--- config.mk ---
export PLATFORM = sky130hd
export DESIGN_NAME = attention_score_reader
export DESIGN_NICKNAME = d
export VERILOG_FILES = /design/src/rtl/attention_score_reader.sv
export SDC_FILE = /design/constraint.sdc
export NUM_CORES = 1
export LEC_CHECK = 0
export BUFFER_PORTS_ARGS = -buffer_cell sky130_fd_sc_hd__clkbuf_2
export CORE_MARGIN = 4
export CORE_UTILIZATION = 59
export CTS_CLUSTER_SIZE = 12
export DETAILED_ROUTE_END_ITERATION = 10
export GPL_TIMING_DRIVEN = 0
export MAX_ROUTING_LAYER = met4
export PLACE_DENSITY = 0.82
export RECOVER_POWER = 25
export SLEW_MARGIN = 40
export SYNTH_ARGS = -nofsm -noshare
export SYNTH_HDL_FRONTEND = slang
export SYNTH_SLANG_ARGS = --single-unit
--- constraint.sdc ---
create_clock -name i_clk -period 4.34 [get_ports i_clk]
set_input_delay 0.217 -clock i_clk [delete_from_list [all_inputs] [get_ports i_clk]]
set_output_delay 0.217 -clock i_clk [all_outputs]
set_load 0.01 [all_outputs]
--- src/rtl/attention_score_reader.sv ---
// attention_score_reader: sweeps the T x T score port in row-major order under
// a credit limit, tags each returned word, buffers it in a small FIFO and
// streams it downstream with its (q,k) position and the running row maximum.
module attention_score_reader #(
  parameter  int unsigned T          = 8,
  parameter  int unsigned DATA_W     = 32,
  parameter  int unsigned FIFO_DEPTH = 4,
  localparam int unsigned T_W        = (T <= 1) ? 1 : $clog2(T)
) (
  input  logic              i_clk,
  input  logic              i_rst,
  input  logic              i_start,
  output logic              o_busy,
  output logic              o_done,
  output logic              o_sc_re,
  output logic [T_W-1:0]    o_sc_tq,
  output logic [T_W-1:0]    o_sc_tk,
  input  logic [DATA_W-1:0] i_scm_rdata,
  input  logic              i_scm_rvalid,
  output logic              o_out_valid,
  input  logic              i_out_ready,
  output logic [DATA_W-1:0] o_out_data,
  output logic [T_W-1:0]    o_out_tq,
  output logic [T_W-1:0]    o_out_tk,
  output logic              o_out_last_col,
  output logic              o_out_last,
  output logic [31:0]       o_out_row_max,
  output logic              o_err_proto
);

  localparam int unsigned PTR_W = $clog2(FIFO_DEPTH);
  localparam int unsigned CNT_W = $clog2(FIFO_DEPTH + 1);
  localparam int unsigned ENT_W = DATA_W + 2 * T_W;

  localparam logic [T_W-1:0]    LAST_IDX = T_W'(T - 1);
  localparam logic [PTR_W-1:0]  LAST_PTR = PTR_W'(FIFO_DEPTH - 1);
  localparam logic [CNT_W:0]    DEPTH_C  = (CNT_W + 1)'(FIFO_DEPTH);
  localparam logic [DATA_W-1:0] NAN_SUB  = DATA_W'(32'h7FC0_0000);

  typedef enum logic [1:0] {
    S_IDLE  = 2'd0,
    S_RUN   = 2'd1,
    S_DRAIN = 2'd2,
    S_DONE  = 2'd3
  } state_t;

  state_t r_state;
  state_t w_state_nxt;

  logic [T_W-1:0]    r_q;
  logic [T_W-1:0]    r_k;
  logic              r_inflight;
  logic [T_W-1:0]    r_tag_q;
  logic [T_W-1:0]    r_tag_k;
  logic              r_rst_d;
  logic              r_err;
  logic [ENT_W-1:0]  r_mem [FIFO_DEPTH];
  logic [PTR_W-1:0]  r_wptr;
  logic [PTR_W-1:0]  r_rptr;
  logic [CNT_W-1:0]  r_count;
  logic [31:0]       r_acc;

  logic              w_busy;
  logic              w_done;
  logic              w_issue;
  logic              w_last_issue;
  logic [CNT_W:0]    w_used;
  logic              w_credit;
  logic              w_push;
  logic              w_pop;
  logic              w_empty;
  logic [CNT_W-1:0]  w_count_nxt;
  logic [DATA_W-1:0] w_push_data;
  logic              w_proto_err;
  logic [ENT_W-1:0]  w_head;
  logic [DATA_W-1:0] w_head_data;
  logic [T_W-1:0]    w_head_tq;
  logic [T_W-1:0]    w_head_tk;
  logic [31:0]       w_head_data32;
  logic [31:0]       w_head_max;
  logic [31:0]       w_row_max;

  // Total order on FP32 bit patterns as an unsigned key.
  function automatic logic [31:0] f_key(input logic [31:0] a);
    return a[31] ? ~a : (a ^ 32'h8000_0000);
  endfunction

  // Circular pointer increment for arbitrary depths.
  function automatic logic [PTR_W-1:0] f_inc(input logic [PTR_W-1:0] p);
    return (p == LAST_PTR) ? '0 : p + PTR_W'(1);
  endfunction

  // Credit: FIFO entries plus the outstanding read must stay below depth.
  assign w_used       = {1'b0, r_count} + (CNT_W + 1)'(r_inflight);
  assign w_credit     = (w_used < DEPTH_C);
  assign w_last_issue = w_issue && (r_q == LAST_IDX) && (r_k == LAST_IDX);

  // Every issued read produces exactly one push the following cycle.
  assign w_push       = r_inflight;
  assign w_push_data  = i_scm_rvalid ? i_scm_rdata : NAN_SUB;
  assign w_proto_err  = (r_inflight && !i_scm_rvalid) ||
                        (i_scm_rvalid && !r_inflight && !r_rst_d);

  assign w_empty      = (r_count == '0);
  assign w_pop        = !w_empty && i_out_ready;
  assign w_count_nxt  = r_count + CNT_W'(w_push) - CNT_W'(w_pop);

  assign w_head        = r_mem[r_rptr];
  assign w_head_data   = w_head[ENT_W-1 -: DATA_W];
  assign w_head_tq     = w_head[2*T_W-1 -: T_W];
  assign w_head_tk     = w_head[T_W-1:0];
  assign w_head_data32 = 32'(w_head_data);
  assign w_head_max    = (f_key(w_head_data32) > f_key(r_acc)) ? w_head_data32 : r_acc;
  assign w_row_max     = (w_head_tk == '0) ? w_head_data32 : w_head_max;

  // FSM state register.
  always_ff @(posedge i_clk) begin
    if (i_rst) begin
      r_state <= S_IDLE;
    end else begin
      r_state <= w_state_nxt;
    end
  end

  // FSM next-state logic; DRAIN exits once the FIFO will be empty after this edge.
  always_comb begin
    w_state_nxt = r_state;
    case (r_state)
      S_IDLE:  if (i_start) w_state_nxt = S_RUN;
      S_RUN:   if (w_last_issue) w_state_nxt = S_DRAIN;
      S_DRAIN: if (w_count_nxt == '0) w_state_nxt = S_DONE;
      S_DONE:  w_state_nxt = S_IDLE;
      default: w_state_nxt = S_IDLE;
    endcase
  end

  // FSM output decode.
  always_comb begin
    w_busy  = 1'b0;
    w_done  = 1'b0;
    w_issue = 1'b0;
    case (r_state)
      S_RUN: begin
        w_busy  = 1'b1;
        w_issue = w_credit;
      end
      S_DRAIN: w_busy = 1'b1;
      S_DONE:  w_done = 1'b1;
      default: ;
    endcase
  end

  // Row-major issue counters; hold on the final read so sc_tq/sc_tk keep it.
  always_ff @(posedge i_clk) begin
    if (i_rst) begin
      r_q <= '0;
      r_k <= '0;
    end else if (r_state == S_IDLE && i_start) begin
      r_q <= '0;
      r_k <= '0;
    end else if (w_issue && !w_last_issue) begin
      if (r_k == LAST_IDX) begin
        r_k <= '0;
        r_q <= r_q + T_W'(1);
      end else begin
        r_k <= r_k + T_W'(1);
      end
    end
  end

  // Outstanding-read tag and sticky protocol error.
  always_ff @(posedge i_clk) begin
    if (i_rst) begin
      r_inflight <= 1'b0;
      r_tag_q    <= '0;
      r_tag_k    <= '0;
      r_err      <= 1'b0;
    end else begin
      r_inflight <= w_issue;
      if (w_issue) begin
        r_tag_q <= r_q;
        r_tag_k <= r_k;
      end
      if (w_proto_err) r_err <= 1'b1;
    end
  end

  // Marks the cycle after reset, when a stale return must be dropped silently.
  always_ff @(posedge i_clk) begin
    r_rst_d <= i_rst;
  end

  // FIFO storage.
  always_ff @(posedge i_clk) begin
    if (w_push) r_mem[r_wptr] <= {w_push_data, r_tag_q, r_tag_k};
  end

  // FIFO pointers and occupancy.
  always_ff @(posedge i_clk) begin
    if (i_rst) begin
      r_wptr  <= '0;
      r_rptr  <= '0;
      r_count <= '0;
    end else begin
      if (w_push) r_wptr <= f_inc(r_wptr);
      if (w_pop)  r_rptr <= f_inc(r_rptr);
      r_count <= w_count_nxt;
    end
  end

  // Pop-side row maximum accumulator.
  always_ff @(posedge i_clk) begin
    if (i_rst) begin
      r_acc <= '0;
    end else if (w_pop) begin
      r_acc <= w_row_max;
    end
  end

  assign o_busy         = w_busy;
  assign o_done         = w_done;
  assign o_sc_re        = w_issue;
  assign o_sc_tq        = r_q;
  assign o_sc_tk        = r_k;
  assign o_err_proto    = r_err;
  assign o_out_valid    = !w_empty;
  assign o_out_data     = w_empty ? '0 : w_head_data;
  assign o_out_tq       = w_empty ? '0 : w_head_tq;
  assign o_out_tk       = w_empty ? '0 : w_head_tk;
  assign o_out_last_col = !w_empty && (w_head_tk == LAST_IDX);
  assign o_out_last     = !w_empty && (w_head_tk == LAST_IDX) && (w_head_tq == LAST_IDX);
  assign o_out_row_max  = w_empty ? '0 : w_row_max;

endmodule

==> flow_metrics.tcl, run 1 <==
set metrics [dict create \
    placementRows 48 \
    cp.required_ps 4120 \
    p_int_mw 5.52 \
    yosysMostFrequentCell "edfxtp_1" \
    final_core_util_pct 72.3 \
    grt_antenna_before_repair 0 \
    ios 120 \
    dp.cells 1153 \
    seq_area_mm2 0.00573 \
    dieArea_mm2 0.0196 \
    max_freq_ghz 0.220 \
    yosysWarnings 0 \
    switchingPower_mw 3.64 \
    synth_common_cells "edfxtp_1, nand2b_1, dfxtp_1" \
    crit_type "reg2out" \
    regToRegEndpoint "r_acc[14]" \
    min_period_ps 4540 \
    violations "setup timing" \
    layout_setup_ws_ps -199 \
    grt.overflow.total 0 \
    grt_first_pass_wirelength_um 37300 \
    r2r_setup_slack_ps 300 \
    hold_viol 0 \
    grt_max_degree 36 \
    dieHeight_um 140 \
    start_util_pct 60.0 \
    multi_input_area_mm2 0.00426 \
    htreeDepth 1 \
    crit_fanout 8 \
    drv_slew 0 \
    cp.arrival_ps 4320 \
    syn_inst 805 \
    hpwl_um 16300 \
    viasPerCell 5.64 \
    combPwrFrac_pct 53.3 \
    wire_per_inst_um 19.8 \
    syn_nets 892 \
    port_buffers 119 \
    syn_area_per_cell_um2 12.8 \
    coreArea_mm2 0.0172 \
    swShare_pct 39.8 \
    synthArstFlopShare_pct 0 \
    min_delay_path_depth 2 \
    root_buffer "clkbuf_16" \
    finalSetupViolCount 32 \
    vias 6875 \
    post-route-period-util_pct 105 \
    seq_area_frac_synth_pct 55.6 \
    drt_pass1_iterations 5 \
    cp-end-kind "output port" \
    final_nets 1065 \
    wirelength_um 24100 \
    reg2reg_depth 18 \
    hold_start "i_scm_rdata[29]" \
    cts_buffer_depth 3 \
    hold_class "in2reg" \
    synth_flop_cell "edfxtp_1" \
    seqPwrFrac_pct 27.6 \
    min_to "r_mem[2][35]" \
    drtIter0Drc 459 \
    pwr-share-clk_pct 19.1 \
    drive_above_1_share_pct 26.7 \
    chipWidth_um 140 \
    cts_made_buffers 22 \
    synthesis.area_mm2 0.0103 \
    area_delta_synth_final_pct 20.6 \
    postRouteAntennaNets 0 \
    rsz0062_at_grt "yes" \
    netlist.area_leader.share_pct 44.3 \
    tightest_slew_ps 823 \
    synth_top_area_cell "edfxtp_1" \
    peakVddDrop_mv 0.593 \
    start_kind "flop" \
    ys_types 44 \
    layoutNonFillerInstCount 1219 \
    cap_violations 0 \
    clock_sinks 210 \
    clk-insertion-delay-late_ps 510 \
    p_leak_nw 4.86 \
    slew_headroom_pct 45.2 \
    fin_skew_ps 17.8 \
    fill_cells 1156 \
    setup_tns_ps -4450 \
    diodes 0 \
    clk_pin_slew_ps 60 \
    synth.area.top_cells "edfxtp_1, dfxtp_1, mux4_2, ha_1, nand2b_1" \
    place.gp.congestion 0.855 \
    drc 0 \
    grt_usage_pct 24.8 \
    synth-seq-cells 210 \
    place_worst_setup_slack_ps -155 \
    status "complete, but fails checks" \
    grt_pass1_vias 6949 \
    synth_edf_count 152 \
    cts_tree "yes" \
    p_per_area_mw_per_mm2 738 \
]
[layer usage]
metal,part of all wire [%],track usage (%),up-vias
met4,1.9,6.07,0
met3,7.5,4.81,35
li1,-,-,3230
met5,0,-,-
met2,50,41.0,233
met1,41,32.0,3377
[what timing repair did]
item,4_1_cts,5_1_grt
buffers inserted,15,9
resized for setup,55,74
hold buffers,1,0
setup endpoints to repair,32,32
endpoints found under the hold margin,1,0
pin swaps,7,7
gates cloned,0,3
[worst max path at each step]
stage / start / endpoint
after floorplan: flop / o_out_row_max[10]
after global placement: flop / o_out_row_max[7]
after detailed placement: flop / o_out_row_max[4]
after CTS: flop / o_out_row_max[11]
after global routing: flop / o_out_row_max[11]
final: flop / o_out_row_max[11]
[state kept, by name (all words and copies together) (netlist names), named ones only]
name and flops:
r_wptr 2, r_acc 32, r_mem 152, o_sc_tk 3, r_count 3, r_state 2
r_tag_q 3, o_err_proto 1, r_rptr 2, o_sc_tq 3, r_inflight 1, r_tag_k 3
r_rst_d 1
[power groups by stage]
stage / registers, mW / logic (mW) / clock network, mW
floorplan: 2.52 / 2.76 / 0
global placement: 2.56 / 3.91 / 0
detailed placement: 2.56 / 4.02 / 0
CTS: 2.52 / 4.36 / 1.78
global route: 2.55 / 5.33 / 1.87
finish: 2.53 / 4.88 / 1.75
[layout make-up]
| type | count | area share (%) |
|---|---|---|
| Multi-Input combinational cell | 501 | 34.3 |
| Inverter | 47 | 1.42 |
| Tap cell | 225 | 2.27 |
| Clock inverter | 3 | 0.121 |
| Sequential cell | 210 | 46.1 |
| Clock buffer | 37 | 5.30 |
| Buffer | 45 | 2.81 |
| Timing Repair Buffer | 151 | 7.66 |
[per-stage QoR]
step | hold WS (ps) | instance area (um2) | total power [mW]
CTS | 48.3 | 12200 | 8.66
floorplan | 245 | 10300 | 5.28
detailed placement | 343 | 11300 | 6.58
global placement | 336 | 11200 | 6.47
finish | 60.7 | 12400 | 9.17
global route | 85.4 | 12400 | 9.74
[layout by cell type (no fill, tap or decap), types with 7 or more instances in the layout]
cell       instances
xor2_1            32
o21ai_0            9
and2_1            11
a21oi_1           23
nand2b_1          74
nand3_1           33
clkbuf_16         25
xnor2_1           32
clkbuf_2          85
mux4_2            37
nor2_1            23
mux2i_1           45
o21ai_2           12
clkbuf_1          32
buf_2             33
buf_12             7
edfxtp_1         152
dfxtp_1           57
nand2_1           45
ha_1              49
inv_1             46
buf_6              9
buf_4             23
and2_0            18
o21ai_1           16
nand4_1            7
[cells by family (layout without fill, tap and decap cells)]
family,count (synthesis),count (layout),share of synthesized area (%)
AND/OR/NAND/NOR,233,233,12.3
AO/OA/AOI/OAI,71,71,3.84
multiplexers,83,83,12.7
flip-flops,210,210,55.6
adder cells (fa/ha/maj),50,50,6.15
buffers and inverters,94,283,3.95
XOR/XNOR,64,64,5.44
[critical path: stages (launching register included)]
cell	delay, ps
dfxtp_2	350
buf_12	140
mux4_2	610
buf_12	180
buf_8	140
xor2_1	160
ha_1	310
nand4_1	180
or4_1	550
or3_4	360
o31ai_4	90
buf_6	200
clkbuf_16	150
nand3_1	130
o21ai_2	100
buf_2	140
Note: power is estimated with default switching activity, not from simulation.
==> inputs of run 2 (changes only) <==
--- a/config.mk
+++ b/config.mk
@@ -12,7 +12,7 @@
 export DETAILED_ROUTE_END_ITERATION = 10
 export GPL_TIMING_DRIVEN = 0
 export MAX_ROUTING_LAYER = met4
-export PLACE_DENSITY = 0.82
+export PLACE_DENSITY_LB_ADDON = 0.08
 export RECOVER_POWER = 25
 export SLEW_MARGIN = 40
 export SYNTH_ARGS = -nofsm -noshare
==> run 2 against run 1 <==
Effect of this change: the run still ends with setup timing left; non-clock buffer count down 7; fmax up 3.5%; sequential share of layout area up 0.26 points; hold slack worse by 3.9 ps; largest power group unchanged; highest routed layer unchanged.
==> flow_metrics.tcl, run 2 (synthesis results as in run 1) <==
set metrics [dict create \
    postRouteAntennaNets 0 \
    swShare_pct 39.4 \
    rsz0062_at_grt "yes" \
    drive_above_1_share_pct 25.8 \
    drv_slew 0 \
    cp.arrival_ps 4170 \
    slew_headroom_pct 48.3 \
    start_kind "flop" \
    grt.overflow.total 0 \
    hold_class "in2reg" \
    tightest_slew_ps 775 \
    min_period_ps 4390 \
    dieHeight_um 140 \
    r2r_setup_slack_ps 450 \
    layoutNonFillerInstCount 1213 \
    cts_made_buffers 23 \
    final_common_cell "edfxtp_1" \
    grt_antenna_before_repair 0 \
    regToRegEndpoint "r_acc[12]" \
    p_leak_nw 4.82 \
    largestRegisters "r_mem x152, r_acc x32" \
    cpPeakStageDelay_ps 660 \
    diodes 0 \
    cts_buffer_depth 3 \
    cap_violations 0 \
    largest_reg_flops 152 \
    fin_skew_ps 10.7 \
    start_util_pct 60.0 \
    drtIter0Drc 334 \
    layout_setup_ws_ps -46.9 \
    seqPwrFrac_pct 28.1 \
    p_per_area_mw_per_mm2 728 \
    cp-end-kind "output port" \
    violations "setup timing" \
    grt_pass1_vias 7229 \
    root_buffer "clkbuf_16" \
    crit_fanout 8 \
    peakVddDrop_mv 0.538 \
    status "complete, but fails checks" \
    wire_per_inst_um 19.7 \
    crit_type "reg2out" \
    wirelength_um 23900 \
    pwr-share-clk_pct 20.9 \
    hpwl_um 16900 \
    ios 120 \
    coreArea_mm2 0.0172 \
    grt_max_degree 33 \
    final_cell_mix "edfxtp_1, clkbuf_2, nand2b_1, dfxtp_1, ha_1" \
    p_int_mw 5.45 \
    regMostFlops "r_mem" \
    switchingPower_mw 3.55 \
    grt_usage_pct 24.8 \
    dp.cells 1153 \
    chipWidth_um 140 \
    cts_tree "yes" \
    crit_end "o_out_row_max[0]" \
    max_freq_ghz 0.228 \
    clk-insertion-delay-late_ps 500 \
    drc 0 \
    place_worst_setup_slack_ps -227 \
    hold_viol 0 \
    port_buffers 119 \
    clk_pin_slew_ps 50 \
    post-route-period-util_pct 101 \
    cp.required_ps 4120 \
    reg2reg_depth 15 \
    area_delta_synth_final_pct 19.9 \
    fin_hold_ws_ps 56.8 \
    drt_pass1_iterations 5 \
    htreeDepth 1 \
    setup_tns_ps -602 \
    clock_sinks 210 \
    placementRows 48 \
    finalSetupViolCount 25 \
    crit_chain "buf_12 -> mux4_2 -> buf_8 -> xor2_1 -> ha_1 -> nand4_1 -> or4_1 -> or3_4 -> o31ai_4 -> buf_6 -> buf_4 -> nand3_1 -> o21ai_0 -> buf_2" \
    cp_slowest_cell "mux4_2" \
    dieArea_mm2 0.0196 \
    combPwrFrac_pct 51.0 \
    vias 6865 \
    grt_first_pass_wirelength_um 37600 \
    place.gp.congestion 0.867 \
    final_nets 1059 \
    viasPerCell 5.66 \
]
==> run 2: repair_timing <==
action / 4_1_cts / 5_1_grt
pin swaps: 6 / 3
setup endpoints to repair: 32 / 32
gates resized for setup: 47 / 51
hold endpoints to repair: 1 / 0
setup buffers: 11 / 5
gates cloned: 0 / 3
hold buffers: 1 / 0
==> run 2: power groups by stage <==
| stage | clock, mW | combinational [mW] | sequential, mW |
|---|---|---|---|
| after floorplan | 0 | 2.76 | 2.52 |
| final | 1.88 | 4.59 | 2.52 |
| after global routing | 1.98 | 5.01 | 2.55 |
| after detailed placement | 0 | 4.05 | 2.56 |
| after global placement | 0 | 3.91 | 2.55 |
| after CTS | 1.90 | 4.33 | 2.52 |
==> run 2: final cells by class <==
| type | instances | area [um2] |
|---|---|---|
| Clock inverter | 5 | 51.3 |
| Buffer | 46 | 353 |
| Sequential cell | 210 | 5730 |
| Inverter | 47 | 176 |
| Clock buffer | 36 | 674 |
| Tap cell | 225 | 282 |
| Timing Repair Buffer | 143 | 865 |
| Multi-Input combinational cell | 501 | 4230 |
| Fill cell | 1213 | 4820 |
==> run 2: metal layers <==
metal	routed length (um)	global-route usage, %	vias to the layer above
met5	0	-	-
met4	566	7.04	0
met3	1380	4.75	47
met2	11900	41.0	188
met1	10100	31.7	3426
li1	-	-	3204
==> run 2: worst min-delay path by stage <==
stage | startpoint | end | slack, ps | cells after the start
after floorplan | i_rst | r_rst_d | 240 | 0
after detailed placement | i_rst | r_rst_d | 360 | 1
final | i_scm_rdata[25] | r_mem[0][31] | 60 | 2
after global placement | i_rst | r_rst_d | 350 | 1
after global routing | i_scm_rdata[30] | r_mem[1][36] | 80 | 2
after CTS | i_scm_rdata[25] | r_mem[1][31] | 50 | 2
==> run 2: through the flow <==
| stage | cell area, um2 | utilization [%] | power (mW) |
|---|---|---|---|
| after detailed placement | 11300 | 65.6 | 6.61 |
| after global routing | 12400 | 71.9 | 9.54 |
| after floorplan | 10300 | - | 5.28 |
| after global placement | 11200 | 65.1 | 6.46 |
| final | 12400 | 71.9 | 8.99 |
| after CTS | 12200 | 71.1 | 8.75 |
==> run 2: critical path, delay by kind of cell, from the launching register on <==
kind            cells  cell delay [ps]
simple gates        4             1080
buf+inv             5              860
mux                 1              660
flops               1              350
fa+ha+maj           1              320
compound gates      2              230
xor+xnor            1              170
==> inputs of run 3 (changes only) <==
--- a/config.mk
+++ b/config.mk
@@ -7,7 +7,7 @@
 export LEC_CHECK = 0
 export BUFFER_PORTS_ARGS = -buffer_cell sky130_fd_sc_hd__clkbuf_2
 export CORE_MARGIN = 4
-export CORE_UTILIZATION = 59
+export CORE_UTILIZATION = 60
 export CTS_CLUSTER_SIZE = 12
 export DETAILED_ROUTE_END_ITERATION = 10
 export GPL_TIMING_DRIVEN = 0
==> constraint.sdc (replaced) <==
create_clock -name i_clk -period 5.1 [get_ports i_clk]
set_input_delay 0.255 -clock i_clk [delete_from_list [all_inputs] [get_ports i_clk]]
set_output_delay 0.255 -clock i_clk [all_outputs]
set_load 0.01 [all_outputs]
==> run 3 against run 2 <==
Effect of this change: the flow now finishes without violations; worst setup slack better by 370 ps; clock power down 20%; sequential share of layout area up 1.4 points; combinational power down 24%; non-clock buffer count down 19; wire length down 1.5%; via count down 1.4%; count of clock-buffer cells in the layout up 2; design area down 3.0%; cell count down 2.1%; critical path type unchanged.
==> flow_metrics.tcl, run 3 (synthesis results as in run 1) <==
set metrics [dict create \
    final_cell_mix "edfxtp_1, clkbuf_2, nand2b_1, dfxtp_1, ha_1" \
    tightest_slew_ps 842 \
    hpwl_um 17100 \
    root_buffer "clkbuf_16" \
    crit_fanout 10 \
    htreeDepth 1 \
    slew_headroom_pct 43.8 \
    path_delay_family "buffers and inverters" \
    drt_pass1_iterations 4 \
    min_period_ps 4770 \
    r2r_setup_slack_ps 1250 \
    largestRegisters "r_mem x152, r_acc x32" \
    drive_above_1_share_pct 22.7 \
    cts_buffer_depth 3 \
    wire_per_inst_um 19.8 \
    drtIter0Drc 513 \
    fin_skew_ps 10.6 \
    p_per_area_mw_per_mm2 597 \
    clk_pin_slew_ps 60 \
    clk-insertion-delay-late_ps 490 \
    dieArea_mm2 0.0193 \
    cp-end-kind "output port" \
    cp.required_ps 4850 \
    vias 6769 \
    cpPeakStageDelay_ps 640 \
    min_delay_path_depth 2 \
    dieHeight_um 139 \
    crit_buf_inv 5 \
    hold_start "i_scm_rdata[29]" \
    grt_first_pass_wirelength_um 37700 \
    placementRows 47 \
    total_power_mw 7.16 \
    cp.arrival_ps 4520 \
    grt_pass1_vias 7217 \
    status "complete, no violations" \
    post-route-period-util_pct 93.6 \
    final_core_util_pct 71.8 \
    start_util_pct 61.7 \
    postCtsSetupRepairBufs 0 \
    finalSetupViolCount 0 \
    port_buffers 119 \
    viasPerCell 5.70 \
    crit_type "reg2out" \
    p_leak_nw 4.63 \
    grt_usage_pct 25.1 \
    peakVddDrop_mv 0.372 \
    hold_viol 0 \
    coreArea_mm2 0.0167 \
    place.gp.congestion 0.841 \
    grt.overflow.total 0 \
    final_common_cell "edfxtp_1" \
    cp_slowest_cell "mux4_2" \
    clock_sinks 210 \
    grt_max_degree 33 \
    grt_antenna_before_repair 0 \
    cap_violations 0 \
    min_to "r_mem[1][35]" \
    cp_common_cell "buf_6" \
    regMostFlops "r_mem" \
    cts_tree "yes" \
    ios 120 \
    postRouteAntennaNets 0 \
    setup_tns_ps 0 \
    crit_chain "buf_6 -> mux4_2 -> buf_2 -> xor2_1 -> ha_1 -> nand4_1 -> or4_1 -> or3_1 -> o31ai_2 -> buf_6 -> clkbuf_4 -> nand3_1 -> o21ai_0 -> clkbuf_2" \
    drv_slew 0 \
    rsz0062_at_grt "no" \
    wirelength_um 23600 \
    area_delta_synth_final_pct 16.4 \
    hold_class "in2reg" \
    largest_reg_flops 152 \
    cts_made_buffers 22 \
    regToRegEndpoint "r_acc[12]" \
    max_freq_ghz 0.210 \
    reg2reg_depth 13 \
    drc 0 \
    start_kind "flop" \
    final_nets 1039 \
    chipWidth_um 139 \
    diodes 0 \
]
## run 3: layout make-up
class / count / area (um2)
Timing Repair Buffer: 124 / 683
Fill cell: 1159 / 4710
Sequential cell: 210 / 5730
Inverter: 47 / 176
Tap cell: 220 / 275
Multi-Input combinational cell: 501 / 4190
Clock inverter: 2 / 8.76
Buffer: 46 / 249
Clock buffer: 38 / 682
## run 3: routing by layer
| metal | share of wire, % | GRT usage [%] |
|---|---|---|
| met1 | 41 | 31.8 |
| met2 | 51 | 43.1 |
| met3 | 6.0 | 4.48 |
| met4 | 1.6 | 5.05 |
| met5 | 0 | - |
## run 3: worst max-delay path by stage
| stage | from | to | slack (ps) | cells past startpoint |
|---|---|---|---|---|
| after floorplan | flop | o_out_row_max[10] | 1370 | 14 |
| after global placement | flop | o_out_row_max[7] | 550 | 15 |
| after detailed placement | flop | o_out_row_max[7] | 480 | 15 |
| after CTS | flop | o_out_row_max[7] | 90 | 14 |
| after global routing | flop | o_out_row_max[7] | 20 | 15 |
| final | flop | o_out_row_max[7] | 330 | 14 |
## run 3: what timing repair did
item,4_1_cts,5_1_grt
gates resized for setup,1,16
pin swaps,0,0
hold buffers,1,0
endpoints found under the setup margin,3,27
endpoints found under the hold margin,1,0
## run 3: worst reg2reg max path: stages, from the launching register on
cell,delay (ps)
dfxtp_1,360
buf_6,200
mux4_2,650
buf_2,280
xor2_1,200
ha_1,330
nand4_1,160
or4_1,530
or3_1,330
o31ai_2,90
buf_6,220
nor2_8,60
buf_6,170
mux2i_1,190
## run 3: metrics by stage
step	cell area, um2	instances	worst slack [ps]	hold WS [ps]
after floorplan	10300	805	1370	283
after global placement	11200	1144	555	389
after detailed placement	11300	1148	477	391
after CTS	12000	1189	91.2	90.9
after global routing	12000	1188	17.1	116
final	12000	1188	328	109
## run 3: where the power goes
| part | total (mW) | internal, mW | leakage (nW) | switching, mW |
|---|---|---|---|---|
| Sequential | 2.15 | 2.02 | 1.86 | 0.128 |
| Clock | 1.51 | 0.902 | 0.337 | 0.606 |
| Combinational | 3.50 | 1.37 | 2.44 | 2.13 |
| Total | 7.16 | 4.29 | 4.63 | 2.87 |
